`src/rtl/stopwatch_pkg.sv`:
```
// stopwatch_pkg -- shared widths, limits and the time-record type for the
// lap stopwatch.
//   MINS_W/SECS_W/DECS_W : field widths of a time record
//   SEC_MAX/DEC_MAX      : last value of the seconds and centiseconds fields
//   time_t               : packed {mins, secs, decs}
//   time_is_last()       : true when a record sits at max_mins:59:99
//   time_next()          : one-centisecond advance with carry and wrap
package stopwatch_pkg;

  localparam int MINS_W = 7;
  localparam int SECS_W = 6;
  localparam int DECS_W = 7;

  localparam logic [SECS_W-1:0] SEC_MAX = 6'd59;
  localparam logic [DECS_W-1:0] DEC_MAX = 7'd99;

  typedef struct packed {
    logic [MINS_W-1:0] mins;
    logic [SECS_W-1:0] secs;
    logic [DECS_W-1:0] decs;
  } time_t;

  function automatic logic time_is_last(input time_t t, input logic [MINS_W-1:0] max_mins);
    return (t.mins == max_mins) && (t.secs == SEC_MAX) && (t.decs == DEC_MAX);
  endfunction

  // The top of the range wraps to all-zero rather than carrying into mins.
  function automatic time_t time_next(input time_t t, input logic [MINS_W-1:0] max_mins);
    time_t n;
    n = t;
    if (time_is_last(t, max_mins)) begin
      n = '0;
    end else if (t.decs != DEC_MAX) begin
      n.decs = t.decs + 7'd1;
    end else begin
      n.decs = 7'd0;
      if (t.secs != SEC_MAX) begin
        n.secs = t.secs + 6'd1;
      end else begin
        n.secs = 6'd0;
        n.mins = t.mins + 7'd1;
      end
    end
    return n;
  endfunction

endpackage

```
`src/rtl/lap_fifo.sv`:
```
// lap_fifo -- synchronous FIFO of time records used as the lap buffer.
//   clk_i   : clock, rising edge
//   rst_i   : synchronous active-high reset (empties the buffer)
//   push_i  : write data_i (ignored when full unless popping in the same cycle)
//   pop_i   : drop the head (ignored when empty)
//   data_i  : record to write
//   head_o  : oldest record, all-zero while empty
//   count_o : number of stored records
//   full_o  : count_o == DEPTH
module lap_fifo
  import stopwatch_pkg::*;
#(
  parameter int DEPTH = 4
) (
  input  logic                         clk_i,
  input  logic                         rst_i,
  input  logic                         push_i,
  input  logic                         pop_i,
  input  time_t                        data_i,
  output time_t                        head_o,
  output logic [$clog2(DEPTH+1)-1:0]   count_o,
  output logic                         full_o
);

  localparam int PTR_W = (DEPTH > 1) ? $clog2(DEPTH) : 1;
  localparam int CNT_W = $clog2(DEPTH + 1);
  localparam logic [PTR_W-1:0] PTR_LAST = PTR_W'(DEPTH - 1);
  localparam logic [CNT_W-1:0] CNT_FULL = CNT_W'(DEPTH);

  time_t            mem_q [DEPTH];
  logic [PTR_W-1:0] wr_q, wr_d, rd_q, rd_d;
  logic [CNT_W-1:0] cnt_q, cnt_d;
  logic             full_q, full_d;
  logic             do_push_s, do_pop_s;

  function automatic logic [PTR_W-1:0] ptr_inc(input logic [PTR_W-1:0] p);
    if (p == PTR_LAST) begin
      return '0;
    end else begin
      return p + PTR_W'(1);
    end
  endfunction

  // A pop frees the head slot, so a push is accepted when full if a pop
  // happens in the same cycle; with wr == rd it overwrites the departing head.
  always_comb begin
    do_pop_s  = pop_i && (cnt_q != '0);
    do_push_s = push_i && (!full_q || do_pop_s);
    wr_d      = do_push_s ? ptr_inc(wr_q) : wr_q;
    rd_d      = do_pop_s ? ptr_inc(rd_q) : rd_q;
    case ({do_push_s, do_pop_s})
      2'b10:   cnt_d = cnt_q + CNT_W'(1);
      2'b01:   cnt_d = cnt_q - CNT_W'(1);
      default: cnt_d = cnt_q;
    endcase
    full_d = (cnt_d == CNT_FULL);
  end

  always_ff @(posedge clk_i) begin
    if (rst_i) begin
      wr_q   <= '0;
      rd_q   <= '0;
      cnt_q  <= '0;
      full_q <= 1'b0;
    end else begin
      wr_q   <= wr_d;
      rd_q   <= rd_d;
      cnt_q  <= cnt_d;
      full_q <= full_d;
    end
  end

  // Storage carries no reset; the head is masked while the buffer is empty.
  always_ff @(posedge clk_i) begin
    if (!rst_i && do_push_s) begin
      mem_q[wr_q] <= data_i;
    end
  end

  assign head_o  = (cnt_q != '0) ? mem_q[rd_q] : '0;
  assign count_o = cnt_q;
  assign full_o  = full_q;

endmodule

```
`src/rtl/lap_stopwatch.sv`:
```
// lap_stopwatch -- minutes:seconds:centiseconds stopwatch with display hold
// and an optional lap buffer (built only when STOPWATCH_LAP_EN is defined).
//   CLK          : clock, rising edge
//   reset        : synchronous active-high reset
//   start_stop   : active-low button, each press toggles run/pause
//   hold         : 1 = display tracks live count, 0 = display frozen
//   lap          : active-low button, each press records a lap while running
//   lap_rd       : one-cycle pop strobe for the lap buffer
//   mins/secs/decs          : displayed time
//   overflow     : sticky, count wrapped past MAX_MINS:59:99
//   running      : 1 while counting
//   lap_valid/lap_count/lap_full : lap buffer status
//   lap_mins/lap_secs/lap_decs   : oldest buffered lap
module lap_stopwatch
  import stopwatch_pkg::*;
#(
  parameter int TICK_DIV  = 1,
  parameter int MAX_MINS  = 99,
  parameter int LAP_DEPTH = 4
) (
  input  logic                             CLK,
  input  logic                             reset,
  input  logic                             start_stop,
  input  logic                             hold,
  input  logic                             lap,
  input  logic                             lap_rd,
  output logic [MINS_W-1:0]                mins,
  output logic [SECS_W-1:0]                secs,
  output logic [DECS_W-1:0]                decs,
  output logic                             overflow,
  output logic                             running,
  output logic                             lap_valid,
  output logic [MINS_W-1:0]                lap_mins,
  output logic [SECS_W-1:0]                lap_secs,
  output logic [DECS_W-1:0]                lap_decs,
  output logic [$clog2(LAP_DEPTH+1)-1:0]   lap_count,
  output logic                             lap_full
);

  localparam int PRE_W = (TICK_DIV > 1) ? $clog2(TICK_DIV) : 1;
  localparam int LCNT_W = $clog2(LAP_DEPTH + 1);
  localparam logic [PRE_W-1:0]  PRE_LAST = PRE_W'(TICK_DIV - 1);
  localparam logic [MINS_W-1:0] MAX_M    = MINS_W'(MAX_MINS);

  logic             ss_q;
  logic             running_q, running_d;
  logic [PRE_W-1:0] presc_q, presc_d;
  time_t            live_q, live_d;
  time_t            disp_q, disp_d;
  logic             ovf_q, ovf_d;
  logic             ss_fall_s, tick_s;

  assign ss_fall_s = ss_q & ~start_stop;
  // Tick depends only on the current running state, so a button edge in
  // the same cycle never swallows it.
  assign tick_s    = running_q & (presc_q == PRE_LAST);

  // Next-state for run flag, prescaler, live count, overflow and display.
  always_comb begin
    running_d = running_q ^ ss_fall_s;
    if (tick_s) begin
      presc_d = '0;
    end else if (running_q) begin
      presc_d = presc_q + PRE_W'(1);
    end else begin
      presc_d = presc_q;  // paused: keep the partial centisecond
    end
    if (tick_s) begin
      live_d = time_next(live_q, MAX_M);
      ovf_d  = ovf_q | time_is_last(live_q, MAX_M);
    end else begin
      live_d = live_q;
      ovf_d  = ovf_q;
    end
    if (hold) begin
      disp_d = live_q;
    end else begin
      disp_d = disp_q;
    end
  end

  // State registers; button registers idle high.
  always_ff @(posedge CLK) begin
    if (reset) begin
      ss_q      <= 1'b1;
      running_q <= 1'b0;
      presc_q   <= '0;
      live_q    <= '0;
      disp_q    <= '0;
      ovf_q     <= 1'b0;
    end else begin
      ss_q      <= start_stop;
      running_q <= running_d;
      presc_q   <= presc_d;
      live_q    <= live_d;
      disp_q    <= disp_d;
      ovf_q     <= ovf_d;
    end
  end

  assign mins     = disp_q.mins;
  assign secs     = disp_q.secs;
  assign decs     = disp_q.decs;
  assign overflow = ovf_q;
  assign running  = running_q;

`ifdef STOPWATCH_LAP_EN
  logic              lap_q, lap_fall_s, pop_s, push_s, full_s;
  logic [LCNT_W-1:0] cnt_s;
  time_t             head_s;

  assign lap_fall_s = lap_q & ~lap;
  assign pop_s      = lap_rd & (cnt_s != '0);
  assign push_s     = lap_fall_s & running_q & (~full_s | pop_s);

  // Lap button register, idle high.
  always_ff @(posedge CLK) begin
    if (reset) begin
      lap_q <= 1'b1;
    end else begin
      lap_q <= lap;
    end
  end

  // live_d is pushed so a tick landing in the lap cycle is included.
  lap_fifo #(.DEPTH(LAP_DEPTH)) u_lap_fifo (
    .clk_i   (CLK),
    .rst_i   (reset),
    .push_i  (push_s),
    .pop_i   (pop_s),
    .data_i  (live_d),
    .head_o  (head_s),
    .count_o (cnt_s),
    .full_o  (full_s)
  );

  assign lap_valid = (cnt_s != '0);
  assign lap_count = cnt_s;
  assign lap_full  = full_s;
  assign lap_mins  = head_s.mins;
  assign lap_secs  = head_s.secs;
  assign lap_decs  = head_s.decs;
`else
  logic unused_lap_s;
  assign unused_lap_s = lap ^ lap_rd;

  assign lap_valid = 1'b0;
  assign lap_count = {LCNT_W{1'b0}};
  assign lap_full  = 1'b0;
  assign lap_mins  = 7'd0;
  assign lap_secs  = 6'd0;
  assign lap_decs  = 7'd0;
`endif

endmodule

```
`config.mk`:
```
export PLATFORM = sky130hd
export DESIGN_NAME = lap_stopwatch
export DESIGN_NICKNAME = d
export VERILOG_FILES = /design/src/rtl/stopwatch_pkg.sv /design/src/rtl/lap_fifo.sv /design/src/rtl/lap_stopwatch.sv
export SDC_FILE = /design/constraint.sdc
export NUM_CORES = 1
export LEC_CHECK = 0
export CAP_MARGIN = 5
export CELL_PAD_IN_SITES_DETAIL_PLACEMENT = 0
export CELL_PAD_IN_SITES_GLOBAL_PLACEMENT = 1
export CORE_MARGIN = 8
export CORE_UTILIZATION = 38
export CTS_BUF_LIST = sky130_fd_sc_hd__clkbuf_4
export DETAILED_ROUTE_END_ITERATION = 7
export MAX_ROUTING_LAYER = met4
export PLACE_DENSITY = 0.81
export SYNTH_ARGS = -nofsm -noshare
export SYNTH_HDL_FRONTEND = slang
export SYNTH_SLANG_ARGS = --single-unit
```
`constraint.sdc`:
```
create_clock -name CLK -period 2.7 [get_ports CLK]
set_input_delay 0.54 -clock CLK [delete_from_list [all_inputs] [get_ports CLK]]
set_output_delay 0.54 -clock CLK [all_outputs]
set_load 0.1 [all_outputs]
```
== Word level (Yosys, flattened, before mapping) ==
Cells that the tools add are included.

* Register bits after elaboration: 44
* Input bits: 6
* Logic and storage cells: 37

* $add $sub $neg: 4
* Equality and inequality tests: 7
* Multiplexer cells: 5
* Bitwise operators: 6
* Reduce and logical (&&, ||, !) cells: 5

{| class="wikitable"
|+ Operators with widths
! kind !! count
|-
| 2-to-1 mux 20 bit || 1
|-
| adder 7 x 1 -> 7 bit, second input constant || 2
|-
| equality test 7 bit, second input constant || 2
|-
| 2-to-1 mux 7 bit || 2
|-
| 2-to-1 mux 13 bit || 1
|-
| != test 7 bit, second input constant || 1
|-
| adder 6 x 1 -> 6 bit, second input constant || 1
|-
| equality test 6 bit, second input constant || 1
|-
| 2-to-1 mux 6 bit || 1
|-
| != test 6 bit, second input constant || 1
|-
| != test 2 bit, second input constant || 2
|-
| AND reduction 3 bit || 1
|-
| bitwise AND 1 bit || 2
|-
| logical AND 1 bit || 2
|-
| NOT 1 bit || 2
|-
| AND reduction 2 bit || 1
|-
| OR reduction 2 bit || 1
|-
| adder 1 bit, second input constant || 1
|-
| OR 1 bit || 1
|-
| bitwise XOR 1 bit || 1
|}

== Logic depth before layout (Yosys ltp) ==
Gate-level depths: netlist (run 1).

* Depth after elaboration: 5
* Gate-level depth with buffers: 7
* Depth with buffers taken out: 5

== Worst setup path after synthesis (run 1) ==
No wires, ideal clock.

* Kind: reg-to-reg
* Start point: reg running_q (netlist: running)
* End point: reg live_q[16] in the netlist's numbering
* Library setup time: 0.070 ns
* Arrival: 2.814 ns
* Required time: 2.630 ns
* Slack: -0.184 ns
* Stages on the path, launching flop included: 7
* Path buffers: 2
* Cells stage by stage: dfxtp_1 or4b_4 buf_6 or4_4 buf_6 or3_1 a21oi_1

* Longest elaborated chain between the ends: 2

{| class="wikitable"
|+ RTL lines
! item !! line !! RTL
|-
| start, declared || lap_stopwatch.sv:46 || <nowiki>logic running_q, running_d;</nowiki>
|-
| start signal, assigned || lap_stopwatch.sv:93 || <nowiki>running_q <= running_d;</nowiki>
|-
| bitwise AND 1 bit || lap_stopwatch.sv:56 || <nowiki>assign tick_s = running_q & (presc_q == PRE_LAST);</nowiki>
|-
| AND reduction 3 bit (no line) || -- ||
|-
| end signal, assigned || lap_stopwatch.sv:95 || <nowiki>live_q <= live_d;</nowiki>
|-
| end, declared || lap_stopwatch.sv:48 || <nowiki>time_t live_q, live_d;</nowiki>
|}

Every way passes these cells.
A chain may end at the register's enable or synchronous reset.

== Final worst setup path (run 1) ==
* Start point: reg live_q[3] in the netlist's numbering
* End point: reg live_q[16] in the netlist's numbering

* Longest elaborated chain between the ends: 4
* Elaborated cells on any way between the ends: 7
* Classes of those cells: eq/ne (4); mux (1); reduce/logical (2)

{| class="wikitable"
|+ RTL lines
! item !! line !! RTL
|-
| equality test 7 bit || stopwatch_pkg.sv:24 || <nowiki>return (t.mins == max_mins) && (t.secs == SEC_MAX) && (t.decs == DEC_MAX);</nowiki>
|-
| logical AND 1 bit || stopwatch_pkg.sv:24 ||
|-
| != test 2 bit (no line) || -- ||
|-
| AND reduction 3 bit (no line) || -- ||
|}

Several ways; a longest one is shown, not always the timed one.

==> results.yml, run 1 <==
status:
  outcome: "completed"
power:
  vdd_drop_max_uv: 401
  power.density_mw_per_mm2: 574
  leakagePower_uw: 0.000940
global_route:
  globalRoute.totalOverflow: 0
  antenna_found_initial: 0
  globalRouteTotalUtil_pct: 10.9
  wire_length_of_the_first_global_routing_pass_um: 6600
  grt_max_degree: 21
  via_count_of_the_first_global_routing_pass: 1415
setup_path:
  cp_slowest_stage_delay_ns: 0.62
  cp_data_required_time_ns: 3.00
  setup.worst_path.start_class: "flip-flop"
  crit_arrival_ns: 2.48
  r2r_end: "live_q[16]"
  r2r_cells: 4
  worstPathMaxFanout: 8
  slowest_stage: "or4b_4"
  worstPathCellList: "or4b_4 > or4_4 > or3_1 > a21oi_1"
  reg2reg_from: "live_q[3]"
  worst-setup-path-type: "flip-flop to flip-flop"
  setup.worst_path.end_class: "flip-flop"
  worst-r2r-setup-slack_ns: 0.52
clock_tree:
  ctsHtreeMaxLevel: 2
  tritoncts: "yes"
  clkTransAtPathRegs_ns: 0.13
  post_cts_repair_resize_count: 0
  cts.path.max_buffers: 2
  post-cts-setup-buffers: 0
  postCtsHoldBufs: 0
  cts_inserted_buffers: 5
  clockRootBuffer: "clkbuf_4"
  clock_sinks: 44
  worstSkewPairLatency_ns: 0.35
logic_synthesis:
  synth_area_leaders: "dfxtp_1, mux2i_1, buf_4"
  netlist_cell_types: 37
  synth_largest_type_area_fraction_pct: 43.1
  ys_dominant_reg_cell: "dfxtp_1"
  synth_area_sq_mm: 0.00204
  yosys_register_bits: 44
  yosysWarnings: 0
  async_reset_ff_share_pct: 0
  number_of_synthesized_flops_with_an_enable_pin: 0
  part_of_the_yosys_area_used_for_sequential_elements_pct: 43.1
  synthCells: 216
  synth_area_leader_cell: "dfxtp_1"
  synth_area_per_cell_sq_um: 9.46
routing:
  vias_per_cell: 4.67
  routed_wl_um: 4000
  dr_total_vias: 1457
  detail_route.wl_per_cell_um: 12.8
  drt_drc_violations_left: 0
  iter_0_drt_violations: 83
  postRouteAntennaNets: 0
  detail_route.first_pass.iterations: 4
finish:
  finish.net_count: 250
  layout.cell_area.non_filler_sq_mm: 0.00228
  antenna-diode-count: 0
  area_growth_pct: 11.6
  fill_cells: 551
  finish.cell_count_without_fillers: 312
  layout.cells.most_common: "dfxtp_1"
  layout.cells.most_common_list: "dfxtp_1, nor2_1, buf_4, conb_1, mux2i_1"
  drive_above_1_share_pct: 16.5
sta:
  timing.final.hold_violations: 0
  fin_worst_skew_ns: 0.0160
  final_min_period_over_clock_period_pct: 80.6
  tightestPinTransition_ns: 0.613
  rsz0062_at_grt: "false"
  timing.max_slew.rel_slack_pct: 58.8
  totalNegativeSetupSlack_ns: 0
  timing_max_transition_violations_final: 0
  setup-violations-final: 0
  timing.fmax_ghz: 0.459
  min_period_ns: 2.18
placement:
  place.port_buffers: 25
  placed_cells: 304
  place_hpwl_um: 2910
  placed_standard_cell_area_sq_mm: 0.00220
  routabilityCongestion: 0.817
min_path:
  hp-start: "overflow"
  worst_hold_path_type: "flip-flop to flip-flop"
  hold_depth: 1
  whs_endpoint: "overflow"
floorplan:
  floorplan.die.width_um: 89.3
  core-area_sq_mm: 0.00514
  row_count: 26
  initial_util_pct: 39.8
  fp.dieH_um: 89.3
  pin_count: 53
  floorplan.die_area_sq_mm: 0.00798
run:
  timing.max_cap.violations: 0
sequential cells by signal, indices dropped and copies added (netlist names):
register	flops
presc_q	1
decs	7
overflow	1
secs	6
running	1
ss_q	1
mins	7
live_q	20
routing by layer:
layer	GRT usage [%]	vias to the layer above	part of all wire, %
met3	2.94	5	4.5
met5	-	-	0
met2	15.4	38	43
met4	4.53	0	1.5
li1	-	744	-
met1	14.3	670	51
how the worst max path moves through the flow:
stage                          from          to  cells past startpoint
after floorplan             running  live_q[16]                      6
after CTS                 live_q[3]  live_q[16]                      4
after detailed placement  live_q[3]  live_q[16]                      4
after global placement    live_q[3]  live_q[16]                      4
after global routing      live_q[3]  live_q[15]                      4
final                     live_q[3]  live_q[16]                      4
through the flow:
step                utilization, %  setup WS, ns  hold slack [ns]  power (uW)
global placement              42.8         0.530            0.475         912
global route                  44.4         0.437            0.529        1360
floorplan                        -         0.169            0.489         922
detailed placement            42.8         0.526            0.476         913
CTS                           44.4         0.515            0.508        1320
finish                        44.4         0.523            0.505        1310
worst max-delay path, delay by kind of cell (launching register included):
| family | cells | cell delay, ns |
|---|---|---|
| AND/OR/NAND/NOR | 3 | 1.60 |
| AO/OA/AOI/OAI | 1 | 0.13 |
| flip-flops | 1 | 0.40 |
area by class of cell:
class                           count  area [sq um]  share of cell area [%]
Clock inverter                      2          35.0                    1.54
Tap cell                           70          87.6                    3.84
Timing Repair Buffer               29           225                    9.88
Clock buffer                        6          45.0                    1.98
Multi-Input combinational cell    161          1000                    44.1
Sequential cell                    44           882                    38.7
cells in the mapped netlist (3+ instances only):
library cell  number
nand2_1            3
nand3_1            6
clkbuf_1           5
buf_4             25
ha_1               3
o21ai_0            3
nor2_1            39
nand4_1            7
nor3_1             4
buf_6              3
dfxtp_1           44
xor2_1             6
mux2i_1           23
nor4_1             5
xnor2_1            9
where the power goes:
part	internal [uW]	total, uW	switching, uW
clock	204	410	206
sequential	656	663	7.29
combinational	30.3	235	205
kinds of logic after synthesis:
group,after synthesis,share of synthesized area [%]
buf+inv,35,12.1
simple gates,84,21.6
mux,23,11.3
other cells,1,0.184
fa+ha+maj,3,1.84
flops,44,43.1
compound gates,11,3.49
xor+xnor,15,6.43
No activity file was read; power rests on OpenSTA's default activity.
==> run 2, diff against run 1 <==
- clock period: 2.7 -> 2.1 ns (I/O delays scaled with it)
==> results.yml, run 2 (synthesis gave the netlist of run 1 again) <==
status:
  outcome: "completed"
placement:
  routabilityCongestion: 0.830
  placed_cells: 312
  place.port_buffers: 25
  place_hpwl_um: 3020
run:
  timing.max_cap.violations: 0
clock_tree:
  cts.path.max_buffers: 2
  post-cts-setup-buffers: 0
  clock_sinks: 44
  tritoncts: "yes"
  postCtsHoldBufs: 0
  clkTransAtPathRegs_ns: 0.13
  clockRootBuffer: "clkbuf_4"
  cts_inserted_buffers: 5
  post_cts_repair_resize_count: 0
  ctsHtreeMaxLevel: 2
  worstSkewPairLatency_ns: 0.36
sta:
  min_period_ns: 1.94
  final_min_period_over_clock_period_pct: 92.3
  timing_max_transition_violations_final: 0
  timing.fmax_ghz: 0.516
  rsz0062_at_grt: "false"
  timing.final.hold_violations: 0
  fin_worst_skew_ns: 0.0191
  setup-violations-final: 0
  holdWs_ns: 0.507
  totalNegativeSetupSlack_ns: 0
finish:
  finish.cell_count_without_fillers: 320
  drive_above_1_share_pct: 19.2
  area_growth_pct: 13.5
  finish.net_count: 258
  layout.cells.most_common: "dfxtp_1"
  largest_register_ff_count: 20
  utilization_pct: 45.1
  top_register: "live_q"
  antenna-diode-count: 0
  fill_cells: 531
  layout.cells.most_common_list: "dfxtp_1, nor2_1, buf_4, conb_1, mux2i_1"
setup_path:
  crit_arrival_ns: 2.23
  cp_slowest_stage_delay_ns: 0.52
  setup.worst_path.start_class: "flip-flop"
  critPathTopFamily: "simple AND/OR/NAND/NOR gates"
  worstPathCellList: "or4b_4 > or4_4 > or3_1 > a21oi_1"
  critPathBufInv: 0
  worst-r2r-setup-slack_ns: 0.16
  worst-setup-path-type: "flip-flop to flip-flop"
  worstPathMaxFanout: 8
  setup.worst_path.end_class: "flip-flop"
  cp_data_required_time_ns: 2.39
  slowest_stage: "or4b_4"
power:
  leakagePower_uw: 0.000975
  vdd_drop_max_uv: 416
  power.density_mw_per_mm2: 678
routing:
  iter_0_drt_violations: 66
  dr_total_vias: 1483
  drt_drc_violations_left: 0
  vias_per_cell: 4.63
  postRouteAntennaNets: 0
  detail_route.first_pass.iterations: 4
  routed_wl_um: 4080
  detail_route.wl_per_cell_um: 12.7
floorplan:
  core-area_sq_mm: 0.00514
  initial_util_pct: 39.8
  pin_count: 53
  row_count: 26
  floorplan.die_area_sq_mm: 0.00798
  floorplan.die.width_um: 89.3
  fp.dieH_um: 89.3
global_route:
  via_count_of_the_first_global_routing_pass: 1422
  globalRouteTotalUtil_pct: 11.0
  wire_length_of_the_first_global_routing_pass_um: 6650
  grt_max_degree: 21
  globalRoute.totalOverflow: 0
  antenna_found_initial: 0
min_path:
  worst_hold_path_type: "flip-flop to flip-flop"
-- run 2: cell types whose count changed in the layout (fill, tap and decap cells not counted), sizes merged --
cell    before  now
clkbuf       6    7
buf         26   34
bufinv       1    0
-- run 2: worst reg2reg max path: cells and delay by family, from the launching register on --
kind,cells,cell delay (ns)
and+or+nand+nor,3,1.36
AOI/OAI and AO/OA,1,0.12
DFF,1,0.40
-- run 2: area by class of cell --
cell class | instances | area (sq um) | area share, %
Multi-Input combinational cell | 161 | 1000 | 43.3
Sequential cell | 44 | 885 | 38.1
Timing Repair Buffer | 37 | 285 | 12.3
Tap cell | 70 | 87.6 | 3.78
Clock buffer | 7 | 52.6 | 2.27
Clock inverter | 1 | 5.00 | 0.216
-- run 2: routing by layer --
| layer | GRT usage, % | vias up | part of all wire, % |
|---|---|---|---|
| met5 | - | - | 0 |
| met4 | 5.44 | 0 | 2.0 |
| met3 | 2.76 | 7 | 5.4 |
| met2 | 15.8 | 46 | 41 |
| met1 | 13.8 | 666 | 51 |
| li1 | - | 764 | - |
-- run 2: through the flow --
step	instance area [sq um]	setup slack (ns)	total power, uW
2_1_floorplan	2140	-0.0947	1190
3_3_place_gp	2260	0.199	1170
3_5_place_dp	2260	0.196	1170
4_1_cts	2320	0.161	1590
5_1_grt	2320	0.0623	1630
6_report	2320	0.162	1570
-- run 2: path summary, 6_finish.rpt --
check	start	end	cells past startpoint
setup / recovery	running	live_q[16]	4
hold / removal	running	presc_q	1
setup reg to reg	running	live_q[16]	4
hold reg to reg	running	presc_q	1
-- run 2: where the power goes --
part / internal, uW / total [uW] / switching, uW
logic: 39.1 / 302 / 263
registers: 843 / 853 / 9.51
clock network: 157 / 418 / 261
==> run 3, diff against run 2 <==
- SLEW_MARGIN: default -> 40
==> results of run 3 <==
The final DEF is identical to that of run 2; final timing and power are the same.
